## config.mk

```make
export PLATFORM = sky130hd
export DESIGN_NAME = board_serializer
export DESIGN_NICKNAME = d
export VERILOG_FILES = /design/src/rtl/board_serializer.sv
export SDC_FILE = /design/constraint.sdc
export NUM_CORES = 2
export LEC_CHECK = 0
export CAP_MARGIN = 10
export CORE_ASPECT_RATIO = 0.9
export CORE_MARGIN = 1
export CORE_UTILIZATION = 34
export DETAILED_ROUTE_END_ITERATION = 10
export HOLD_SLACK_MARGIN = 0.15
export PLACE_DENSITY_LB_ADDON = 0.12
export SLEW_MARGIN = 10
export SYNTH_ARGS = -nofsm -noshare
export SYNTH_HDL_FRONTEND = slang
export SYNTH_SLANG_ARGS = --single-unit
```

## constraint.sdc

```tcl
create_clock -name clk -period 38.3 [get_ports clk]
set_input_delay 7.66 -clock clk [delete_from_list [all_inputs] [get_ports clk]]
set_output_delay 7.66 -clock clk [all_outputs]
set_load 0.01 [all_outputs]
```

## src/rtl/board_serializer.sv

```systemverilog
`default_nettype none
// ============================================================================
// Module      : board_serializer
// Description : Captures a W x H cellular-automaton board snapshot in one
//               cycle and streams it out one cell per valid/ready transfer,
//               in row-major order, with row/column tags and end-of-line /
//               end-of-frame markers. A one-cycle frame_done pulse follows
//               the last transfer.
//
// Parameters  : W  board width in cells  (2..256)
//               H  board height in cells (2..256)
//               L  flattened board length, bit index = row*W + col
//
// Ports       : clk          rising-edge clock
//               rst          asynchronous, active-high reset
//               start        capture request, honoured only while idle
//               board_in     [L-1:0] parallel snapshot, 1 = live cell
//               busy         high while streaming and in the done cycle
//               cell_valid   a cell is presented
//               cell_ready   sink accepts the presented cell
//               cell_data    state of the presented cell
//               cell_row     [7:0] row of the presented cell
//               cell_col     [7:0] column of the presented cell
//               cell_eol     presented cell is the last of its row
//               cell_last    presented cell is the last of the frame
//               frame_done   one-cycle pulse after the last transfer
//               population   [15:0] live cells in the last completed frame
//                            (present only with BOARD_SERIALIZER_POPCOUNT_EN)
//
// Option      : define BOARD_SERIALIZER_POPCOUNT_EN to build the live-cell
//               counter and the population port.
//
// Revision    : 1.0  initial release
// ============================================================================
module board_serializer #(
    parameter int W = 32,
    parameter int H = 24,
    parameter int L = W * H
) (
    input  logic         clk,
    input  logic         rst,
    input  logic         start,
    input  logic [L-1:0] board_in,
    output logic         busy,
    output logic         cell_valid,
    input  logic         cell_ready,
    output logic         cell_data,
    output logic [7:0]   cell_row,
    output logic [7:0]   cell_col,
    output logic         cell_eol,
    output logic         cell_last,
    output logic         frame_done
`ifdef BOARD_SERIALIZER_POPCOUNT_EN
    ,
    output logic [15:0]  population
`endif
);

    localparam logic [7:0] c_COL_LAST = 8'(W - 1);
    localparam logic [7:0] c_ROW_LAST = 8'(H - 1);

    typedef enum logic [1:0] {
        ST_IDLE   = 2'd0,
        ST_STREAM = 2'd1,
        ST_DONE   = 2'd2
    } state_t;

    state_t       r_state;
    logic [L-1:0] r_shadow;
    logic [7:0]   r_row;
    logic [7:0]   r_col;
    logic         r_busy;
    logic         r_cell_valid;
    logic         r_cell_eol;
    logic         r_cell_last;
    logic         r_frame_done;

    logic         w_xfer;
    logic         w_col_wrap;
    logic [7:0]   w_col_next;
    logic [7:0]   w_row_next;
    logic         w_eol_next;
    logic         w_last_next;
    logic         w_capture;

    assign w_xfer    = r_cell_valid & cell_ready;
    assign w_capture = (r_state == ST_IDLE) & start;

    // Position of the cell that follows the one currently presented.
    assign w_col_wrap  = (r_col == c_COL_LAST);
    assign w_col_next  = w_col_wrap ? 8'd0 : (r_col + 8'd1);
    assign w_row_next  = w_col_wrap ? (r_row + 8'd1) : r_row;
    assign w_eol_next  = (w_col_next == c_COL_LAST);
    assign w_last_next = w_eol_next & (w_row_next == c_ROW_LAST);

    // The shadow copy is consumed LSB-first: every transfer shifts it right
    // by one, so bit 0 always holds shadow[row*W + col] of the original
    // snapshot. This replaces an L-to-1 multiplexer with a shift register.
    always_ff @(posedge clk or posedge rst) begin
        if (rst) begin
            r_state      <= ST_IDLE;
            r_shadow     <= '0;
            r_row        <= 8'd0;
            r_col        <= 8'd0;
            r_busy       <= 1'b0;
            r_cell_valid <= 1'b0;
            r_cell_eol   <= 1'b0;
            r_cell_last  <= 1'b0;
            r_frame_done <= 1'b0;
        end else begin
            case (r_state)
                ST_IDLE: begin
                    r_frame_done <= 1'b0;
                    if (start) begin
                        r_shadow     <= board_in;
                        r_row        <= 8'd0;
                        r_col        <= 8'd0;
                        // W >= 2 and H >= 2, so cell (0,0) is never an
                        // end-of-line or end-of-frame cell.
                        r_cell_eol   <= 1'b0;
                        r_cell_last  <= 1'b0;
                        r_busy       <= 1'b1;
                        r_cell_valid <= 1'b1;
                        r_state      <= ST_STREAM;
                    end
                end

                ST_STREAM: begin
                    if (w_xfer) begin
                        r_shadow <= {1'b0, r_shadow[L-1:1]};
                        if (r_cell_last) begin
                            r_cell_valid <= 1'b0;
                            r_cell_eol   <= 1'b0;
                            r_cell_last  <= 1'b0;
                            r_frame_done <= 1'b1;
                            r_state      <= ST_DONE;
                        end else begin
                            r_row       <= w_row_next;
                            r_col       <= w_col_next;
                            r_cell_eol  <= w_eol_next;
                            r_cell_last <= w_last_next;
                        end
                    end
                end

                ST_DONE: begin
                    // Exactly one cycle; start is not looked at here, so a
                    // held start is taken in the following idle cycle.
                    r_frame_done <= 1'b0;
                    r_busy       <= 1'b0;
                    r_state      <= ST_IDLE;
                end

                default: begin
                    r_frame_done <= 1'b0;
                    r_busy       <= 1'b0;
                    r_cell_valid <= 1'b0;
                    r_state      <= ST_IDLE;
                end
            endcase
        end
    end

    assign busy       = r_busy;
    assign cell_valid = r_cell_valid;
    assign cell_data  = r_shadow[0];
    assign cell_row   = r_row;
    assign cell_col   = r_col;
    assign cell_eol   = r_cell_eol;
    assign cell_last  = r_cell_last;
    assign frame_done = r_frame_done;

`ifdef BOARD_SERIALIZER_POPCOUNT_EN
    // Live-cell counter. The count wraps modulo 2^16, which only matters
    // for a fully live 256x256 board.
    logic [15:0] r_live_cnt;
    logic [15:0] r_population;
    logic [15:0] w_live_total;

    // Count including the cell being transferred this cycle.
    assign w_live_total = r_live_cnt + {15'd0, r_shadow[0]};

    always_ff @(posedge clk or posedge rst) begin
        if (rst) begin
            r_live_cnt   <= 16'd0;
            r_population <= 16'd0;
        end else if (w_capture) begin
            r_live_cnt <= 16'd0;
        end else if (w_xfer) begin
            r_live_cnt <= w_live_total;
            // Loaded on the final transfer so it is valid in the same cycle
            // that frame_done is high.
            if (r_cell_last) begin
                r_population <= w_live_total;
            end
        end
    end

    assign population = r_population;
`endif

endmodule
`default_nettype wire

```

Word level (Yosys, flattened, before mapping)
Cells that the tools add are included.
Widths: inputs -> output; s select.
{"block": "classes", "addsub": 2, "eq_ne": 9, "mux": 31, "n_bitwise": 4, "n_reduce_logical": 8}
{"operator": "$mux 768", "count": 2}
{"operator": "$pmux 768 s2", "count": 1}
{"operator": "$mux 8", "count": 7}
{"operator": "$pmux 8 s2", "count": 2}
{"operator": "$eq 8x5->1 const B", "count": 3}
{"operator": "$add 8x1->8 const B", "count": 2}
{"operator": "$mux 1", "count": 11}
{"operator": "$ne 2x2->1 const B", "count": 4}
{"operator": "$reduce_and 4->1", "count": 2}
{"operator": "$mux 2", "count": 3}
{"operator": "$pmux 1 s2", "count": 3}
{"operator": "$reduce_and 3->1", "count": 2}
{"operator": "$pmux 2 s2", "count": 1}
{"operator": "$reduce_and 2->1", "count": 2}
{"operator": "$pmux 1 s3", "count": 1}
{"operator": "$and 1x1->1", "count": 2}
{"operator": "$eq 2x1->1 const B", "count": 1}
{"operator": "$eq 2x2->1 const B", "count": 1}
{"operator": "$logic_not 2->1", "count": 1}
{"operator": "$not 1->1", "count": 2}
{"operator": "$reduce_bool 2->1", "count": 1}
{"block": "totals", "ff_bits": 791, "input_bits": 772, "output_inout_bits": 22, "wordCells": 63}

Logic depth before layout (Yosys ltp)
{"block": "logic_depth", "word_depth": 7, "mapped_depth": 8, "mapped_depth_nobuf": 7}

Least setup slack after synthesis
OpenSTA, ideal clock, no wires.
{"block": "synth_path", "kind": "input port to flip-flop", "start": "in cell_ready", "end": "reg r_shadow[394]", "setup_time_ns": 0.141, "arrival_ns": 8.644, "t_required_ns": 38.159, "slack_ns": 29.515, "path_stages": 6, "path_buffers": 3, "path_cell_list": "nand2_1 -> o21ai_2 -> buf_2 -> buf_2 -> clkbuf_1 -> a31oi_1"}
{"block": "synth_between", "elab_chain_cells": 3}
{"element": "from (decl)", "line": "46", "source": "input logic cell_ready,"}
{"element": "$and 1x1->1", "line": "86", "source": "assign w_xfer = r_cell_valid & cell_ready;"}
{"element": "$ne 2x2->1 (no source line)"}
{"element": "$reduce_and 3->1 (no source line)"}
{"element": "to (signal assigned)", "line": "115", "source": "r_shadow <= board_in;"}
{"element": "to (signal assigned)", "line": "130", "source": "r_shadow <= {1'b0, r_shadow[L-1:1]};"}
{"element": "to (decl)", "line": "69", "source": "logic [L-1:0] r_shadow;"}
No other way between the ends.
A chain may end at the register's enable or synchronous reset.

Final worst setup path
{"block": "layout_path", "start": "in cell_ready", "end": "reg r_shadow[600]"}
The elaborated chain is that of the path after synthesis.

==> run metrics <==
Area Growth Syn to Fin 32.13%; R2R setup slack about 33 ns; status finished, final reports clean; largest net degree at the start of global routing ~300; Synth cell types between 40 and 50; Setup WS post-layout roughly 26 ns; CTS Buffer Depth 3; clock root buffer clkbuf_16; TNS Setup 0 ns; max-slew headroom at the worst pin between 10% and 20%; FF+latch count, synth about 800; Placement Rows about 110; critical path launch point type primary input; layout cells sized above 1 under 10%; Post-DP HPWL 75,470 um; max_cap viols 0; CTS buffer count 89; Final period util a little under a third; synthesized cell area approximately 36,000 um^2; final-report hold violation count 0; final setup violating endpoints 0; fin nets ~5,700; cts repair resizes 0; first-pass GRT wire length 175,800 um; H-tree depth 3; Routed wire per std cell roughly 18 um; Tot Pwr a little under 3 mW; Setup Skew 0.03093 ns; Synth Net Count between 5,000 and 6,000; Die X-Extent roughly 340 um; EDFF count, synth 0; Main synth FF type dfrtp_1; Iter 0 DRT Violations around 2,400; post-layout min period 12.10 ns; routed wire length 113,600 um; via count 31,717; Reg2Reg Depth 7; P_leak around 20 nW; Post-Place Setup Slack around 25 ns; Fmax about 83 MHz; DIE AREA between 100,000 and 150,000 um^2; CP endpoint kind register; Synth Area per Inst 8.210 um^2; Num Clock Sinks ~800; total gr overflow 0; Slew Limit Fails 0; Synth Instances about 4,300; sequential share of the synthesized area 55.49%; clk slew on worst S/H paths 0.06 ns; HP Class reg2reg; design area roughly 47,000 um^2; Die Ht between 300 and 400 um; initial antenna violation count 48; Post-route DRC 0; RSZ-0062 raised after global routing false; Hold Buf Count CTS 0; Core Footprint about 100,000 um^2; PortBufs just under 800; Peak VDD IR 0.03533 mV; antenna viol nets, final 0; Yosys warning count 0; GRT Total Usage between 20% and 30%; CP max FO roughly 290; CTS tree built; Worst Hold Depth 2; Placer Congestion about 0.8; critical path data arrival time about 13 ns; Placement Cell Area about 44,000 um^2; post-CTS setup buffer count 0; Critical Path RT ~39 ns; Initial Utilization approximately 34%; Pre-antenna DRT Iters 7; ys async rst share 100.0%; # IOs between 700 and 800; worst hold margin around 0.49 ns; via count of the first global-routing pass slightly above 30,000; vias per cell about 5.0; Clock Latency Late Sink 0.65 ns; Crit Path Class in2reg; pwr dens roughly 62 nW/um^2; Worst Tran Pin Value 1.300 ns
per-stage QoR:
step                utilization (%)  cells
floorplan                         -   4345
global placement              42.44   6182
detailed placement            42.44   6182
CTS                           45.35   6343
global route                  45.39   6360
finish                        45.39   6362
state kept, by name, summed over array words and instances, names as in the netlist:
signal and flops:
r_shadow 768, frame_done 1, cell_eol 1, r_state 2
cell_last 1, busy 1, cell_col 8, cell_row 8
cell_valid 1
per-layer routing:
layer,up-vias,routed length (um),share of wire (%),GRT usage (%)
met5,-,363,0.32,0
met4,54,3328,2.9,7.473
met3,205,7574,6.7,5.827
met2,677,55320,49,34.55
met1,15141,47020,41,26.09
li1,15640,-,-,-
where the power goes:
group,switching [mW],internal (mW)
registers,0.179,1.16
clock network,0.362,0.531
logic,0.369,0.314
layout by cell type, fill, tap and decap left out, types with 2 or more instances in the layout:
cell type / n
nand3_1: 10
diode_2: 19
o21ai_1: 11
nor3_1: 4
nor2_1: 775
and2_1: 2
buf_12: 11
clkdlybuf4s50_1: 793
nand4_1: 5
nand2_1: 1554
clkinv_8: 3
or3_1: 2
dfrtp_1: 791
ha_1: 3
o211ai_1: 4
clkbuf_1: 26
o21ai_0: 8
clkbuf_8: 15
o31ai_1: 6
a31oi_1: 771
buf_4: 18
clkbuf_16: 90
inv_1: 5
nor3b_1: 2
bufinv_16: 10
clkinv_2: 14
a21oi_1: 9
and4_1: 2
Yosys cell counts (5+ instances only):
master	number	area, um^2
a21oi_1	9	45.04
a31oi_1	771	4823
buf_1	8	30.03
buf_2	228	1141
clkbuf_1	111	416.7
dfrtp_1	791	19790
inv_1	6	22.52
nand2_1	1554	5833
nand3_1	10	50.05
nand4_1	5	31.28
nor2_1	775	2909
o21ai_0	8	40.04
o21ai_1	11	55.05
o31ai_1	6	45.04
critical path, stage by stage:
cell	delay [ns]
clkdlybuf4s50_1	0.53
nand2_1	0.15
o21ai_4	0.76
buf_12	0.77
buf_4	0.79
buf_4	0.77
buf_4	0.84
a31oi_1	0.18
cell type report:
cell class / instances / area [um^2]
diodes: 19 / 47.55
clock buffers: 131 / 2556
clock inverters: 30 / 456.7
fillers: 10445 / 56710
inverters: 6 / 30.03
multi-input cells: 3195 / 14240
flip-flops and latches: 791 / 19790
well taps: 1368 / 1712
repair buffers: 822 / 8293
worst paths after layout:
kind / start / end
worst max-delay path: cell_ready / r_shadow[600]
worst min-delay path: cell_eol / cell_eol
worst max register to register: r_state[1] / r_shadow[600]
worst min register to register: cell_eol / cell_eol
max in group asynchronous: rst / r_shadow[459]
min in group asynchronous: rst / r_shadow[242]
logic make-up after synthesis:
kind of cell | share of synthesized area, %
buf+inv | 4.644
fa+ha+maj | 0.1052
xor+xnor | 0.02456
simple gates | 25.31
flops | 55.49
compound gates | 14.40
mux | 0.02806
(Power assumes the default switching activity.)
